<file path="src/rtl/bundled_rx_sync.sv">
// Receiver for a 4-phase bundled-data channel: synchronises the delayed request,
// captures the bundle into a one-entry holding register and returns the acknowledge.
module bundled_rx_sync #(
    parameter int size        = 8,
    parameter int sync_stages = 2,
    parameter int cnt_width   = 16
) (
    input  logic                 clk,
    input  logic                 rst,
    input  logic                 req_in,
    input  logic [size-1:0]      data_in,
    output logic                 ack_out,
    output logic                 out_valid,
    input  logic                 out_ready,
    output logic [size-1:0]      out_data,
    output logic [cnt_width-1:0] xfer_count,
    output logic                 proto_err
);

    typedef enum logic {
        S_IDLE,
        S_ACK
    } state_t;

    state_t                 state_q, state_d;
    logic [sync_stages-1:0] sync_q, sync_d;
    logic                   ack_q, ack_d;
    logic                   valid_q, valid_d;
    logic [size-1:0]        data_q, data_d;
    logic [cnt_width-1:0]   cnt_q, cnt_d;
    logic                   err_q, err_d;
    logic                   req_prev_q, req_prev_d;

    logic req_s;
    logic slot_free;
    logic capture;

    assign req_s     = sync_q[sync_stages-1];
    assign slot_free = !valid_q || out_ready;
    assign capture   = (state_q == S_IDLE) && req_s && slot_free;

    always_comb begin
        // NOTE: every signal assigned here gets a default first so no path can infer a latch.
        state_d    = state_q;
        ack_d      = ack_q;
        valid_d    = valid_q;
        data_d     = data_q;
        cnt_d      = cnt_q;
        err_d      = err_q;
        sync_d     = {sync_q[sync_stages-2:0], req_in};
        req_prev_d = req_s;

        case (state_q)
            S_IDLE: begin
                if (capture) begin
                    data_d  = data_in;
                    valid_d = 1'b1;
                    ack_d   = 1'b1;
                    cnt_d   = cnt_q + cnt_width'(1);
                    state_d = S_ACK;
                end
            end
            S_ACK: begin
                if (!req_s) begin
                    ack_d   = 1'b0;
                    state_d = S_IDLE;
                end
            end
            default: state_d = S_IDLE;
        endcase

        // Consumption only empties the slot when it is not being refilled on the same edge.
        if (valid_q && out_ready && !capture) begin
            valid_d = 1'b0;
        end

        // A request seen pending in idle that vanishes before any ack is a sender violation.
        if ((state_q == S_IDLE) && req_prev_q && !req_s) begin
            err_d = 1'b1;
        end
    end

    always_ff @(posedge clk) begin
        // NOTE: sequential state uses non-blocking assignments so every flop samples pre-edge values.
        if (rst) begin
            state_q    <= S_IDLE;
            sync_q     <= '0;
            ack_q      <= 1'b0;
            valid_q    <= 1'b0;
            data_q     <= '0;
            cnt_q      <= '0;
            err_q      <= 1'b0;
            req_prev_q <= 1'b0;
        end else begin
            state_q    <= state_d;
            sync_q     <= sync_d;
            ack_q      <= ack_d;
            valid_q    <= valid_d;
            data_q     <= data_d;
            cnt_q      <= cnt_d;
            err_q      <= err_d;
            req_prev_q <= req_prev_d;
        end
    end

    assign ack_out    = ack_q;
    assign out_valid  = valid_q;
    assign out_data   = data_q;
    assign xfer_count = cnt_q;
    assign proto_err  = err_q;

endmodule

</file>
<file path="config.mk">
export PLATFORM = sky130hd
export DESIGN_NAME = bundled_rx_sync
export DESIGN_NICKNAME = d
export VERILOG_FILES = /design/src/rtl/bundled_rx_sync.sv
export SDC_FILE = /design/constraint.sdc
export NUM_CORES = 1
export LEC_CHECK = 0
export CAP_MARGIN = 30
export CORE_MARGIN = 1.5
export CORE_UTILIZATION = 48
export CTS_CLUSTER_SIZE = 25
export DETAILED_ROUTE_END_ITERATION = 6
export MAX_ROUTING_LAYER = met4
export PLACE_DENSITY = 0.82
export SETUP_SLACK_MARGIN = 0.2
export SYNTH_ARGS = -nofsm -noshare
export SYNTH_HDL_FRONTEND = slang
export SYNTH_SLANG_ARGS = --single-unit
</file>
<file path="constraint.sdc">
create_clock -name clk -period 2.15 [get_ports clk]
set_input_delay 0.3225 -clock clk [delete_from_list [all_inputs] [get_ports clk]]
set_output_delay 0.3225 -clock clk [all_outputs]
set_load 0.1 [all_outputs]
</file>
==> impl_metrics.json <==
{
  "crit_path_start_kind": "input pin",
  "avgSynthCellArea_um2": 8.82,
  "fin_setup_tns_ns": 0,
  "die_h_um": 53.9,
  "pin_count": 39,
  "combPwrFrac_pct": 11.7,
  "leakage_nw": 0.629,
  "synth_seq_cells": 31,
  "syn_to_final_growth_pct": 32.5,
  "switching_share_pct": 26.2,
  "required_ns": 2.41,
  "drt_pass1_iterations": 4,
  "grt_usage_pct": 21.8,
  "worst-path-max-fanout": 10,
  "path_class": "in2reg",
  "p_clk_share_pct": 34.7,
  "dp_hpwl_um": 1950,
  "grt_max_degree": 31,
  "crit_buf_inv": 1,
  "routed_wl_um": 2710,
  "final_antenna_net_count": 0,
  "dieWidth_um": 53.9,
  "fin_crit_sh_pct": 78.1,
  "antenna_found_initial": 0,
  "worstSetupEndpointType": "flop",
  "rr_worst_depth": 4,
  "clock_latency_ns": 0.33,
  "synth_warnings": 0,
  "vias": 1134,
  "netlist_area_um2": 1240,
  "syn_inst": 141,
  "first_global_vias": 995,
  "hold_viol": 0,
  "routed_via_density": 5.35,
  "grt_setup_unrepaired": "false",
  "nets": 194,
  "cts_hold_buffers": 0,
  "internal_power_mw": 0.816,
  "maxSlewHeadroom_pct": 68.6,
  "drtIter0Drc": 19,
  "coreArea_um2": 2450,
  "die_area_um2": 2910,
  "htree_num_levels": 2,
  "rows": 18,
  "power_frac_seq_pct": 53.6,
  "port_buffers": 38,
  "start_util_pct": 50.7,
  "p_sw_mw": 0.290,
  "setup_viol": 0,
  "cts.path.max_buffers": 2,
  "cts-buffers-inserted": 5,
  "routabilityCongestion": 0.751,
  "cp_cell_sequence": "clkdlybuf4s50_1 > nand2b_1 > nand4_4 > or3_1 > a21oi_1",
  "clk_pin_slew_ns": 0.10,
  "fin_ws_ns": 0.471,
  "worst_hold_path.num_cells": 1,
  "timing.final.max_slew_violations": 0,
  "cts_sinks": 31,
  "tightest_slew_ns": 0.468,
  "antenna_cells": 0,
  "cts_tree": "yes",
  "critPathMaxStageDelay_ns": 0.45,
  "cp.arrival_ns": 1.94,
  "hold_path.class": "reg2reg",
  "cts_resized": 0,
  "grt_overflow": 0,
  "cp_slowest_cell": "clkdlybuf4s50_1",
  "root_buffer": "clkbuf_4",
  "status": "completed",
  "drc_errors": 0,
  "synth.distinct_cells": 27,
  "synth-seq-area-share_pct": 49.9,
  "cp_top_family": "simple AND/OR/NAND/NOR gates",
  "powerDensity_nw_per_um2": 671,
  "fmax_ghz": 0.596,
  "drive_gt1_share_pct": 27.5,
  "grt_pass1_wl_um": 4310,
  "maxCapViolCount": 0,
  "synth_fp_nets": 154,
  "ir_drop_uv": 476,
  "cts_setup_buffers": 0,
  "wl_per_cell_um": 12.8,
  "finalClockSkew_ns": 0.00641,
  "period_needed_ns": 1.68,
  "post-place-ws_ns": 0.0993,
  "worstSetupPathDepth": 5
}
## stage by stage
stage / instances / util (%) / area [um^2] / power [mW] / hold slack (ns)
2_1_floorplan: 141 / - / 1260 / 0.697 / 0.406
6_report: 212 / 67.1 / 1650 / 1.11 / 0.446
5_1_grt: 212 / 67.1 / 1650 / 1.16 / 0.478
3_3_place_gp: 204 / 64.3 / 1580 / 0.733 / 0.420
4_1_cts: 212 / 67.1 / 1650 / 1.12 / 0.448
3_5_place_dp: 204 / 64.3 / 1580 / 0.736 / 0.425
## synth_stat cells (all sizes together)
cell    instances  area, um^2
inv             3        11.3
dfxtp          31         621
nand4           6        67.6
o21a            1        7.51
ha              1        12.5
nand2b          1        6.26
nor2            8        30.0
nor2b           4        27.5
xor2            4        35.0
and2            2        12.5
o21ai          10        50.1
a21oi          21         105
buf             4        27.5
and3            2        13.8
xnor2           2        17.5
nand3           5        25.0
clkbuf          2        7.51
or3             9        56.3
and4            3        27.5
nand2          22        82.6
## state kept, by name, indices dropped and copies added (netlist names)
| signal | flops |
|---|---|
| sync_q | 2 |
| out_valid | 1 |
| ack_out | 1 |
| xfer_count | 16 |
| out_data | 8 |
| proto_err | 1 |
| state_q | 1 |
| req_prev_q | 1 |
## cell usage in the layout, fill, tap and decap left out
cell type / n
and2_1: 2
o21ai_0: 10
a21oi_1: 21
nand4_4: 2
dfxtp_2: 10
and3_2: 1
xnor2_1: 2
buf_4: 28
nand2_1: 22
clkbuf_4: 5
and4_1: 2
and4_2: 1
clkbuf_1: 1
xor2_1: 4
and3_1: 1
clkbuf_8: 2
inv_1: 3
o21a_1: 1
nor2b_1: 3
nand2b_1: 1
nand4_1: 4
clkdlybuf4s50_1: 11
nand3_1: 5
nor2b_2: 1
nor2_1: 8
dfxtp_1: 21
ha_1: 1
or3_1: 9
## area by class of cell
class,instances,area (um^2)
fillers,206,807
flip-flops and latches,31,633
multi-input cells,101,577
repair buffers,39,320
clock buffers,8,68.8
well taps,30,37.5
inverters,3,11.3
## routing by layer
layer | up-vias | global-route usage [%] | share of wire [%]
li1 | 570 | - | -
met1 | 524 | 24.9 | 45
met2 | 36 | 33.5 | 48
met3 | 4 | 8.33 | 5.8
met4 | 0 | 10.3 | 0.89
met5 | - | - | 0
## cells by family (layout without fill, tap and decap cells)
group           Yosys count  after routing  synth area share [%]
fa+ha+maj                 1              1                  1.01
buf+inv                   9             50                  3.72
xor+xnor                  6              6                  4.23
flops                    31             31                  49.9
simple gates             62             62                  28.1
compound gates           32             32                  13.1
## worst paths after layout
check	from	to	slack [ns]
worst max-delay path	out_ready	xfer_count[14]	0.47
worst min register to register	sync_q[0]	sync_q[1]	0.45
worst max register to register	sync_q[1]	xfer_count[14]	0.48
worst min-delay path	sync_q[0]	sync_q[1]	0.45
## power by group through the flow
| stage | registers (mW) | clock network, mW | logic (mW) |
|---|---|---|---|
| finish | 0.592 | 0.384 | 0.129 |
| global route | 0.594 | 0.429 | 0.136 |
| CTS | 0.593 | 0.396 | 0.130 |
| detailed placement | 0.606 | 0 | 0.130 |
| global placement | 0.605 | 0 | 0.128 |
| floorplan | 0.667 | 0 | 0.0302 |
No activity file was read; power rests on OpenSTA's default activity.
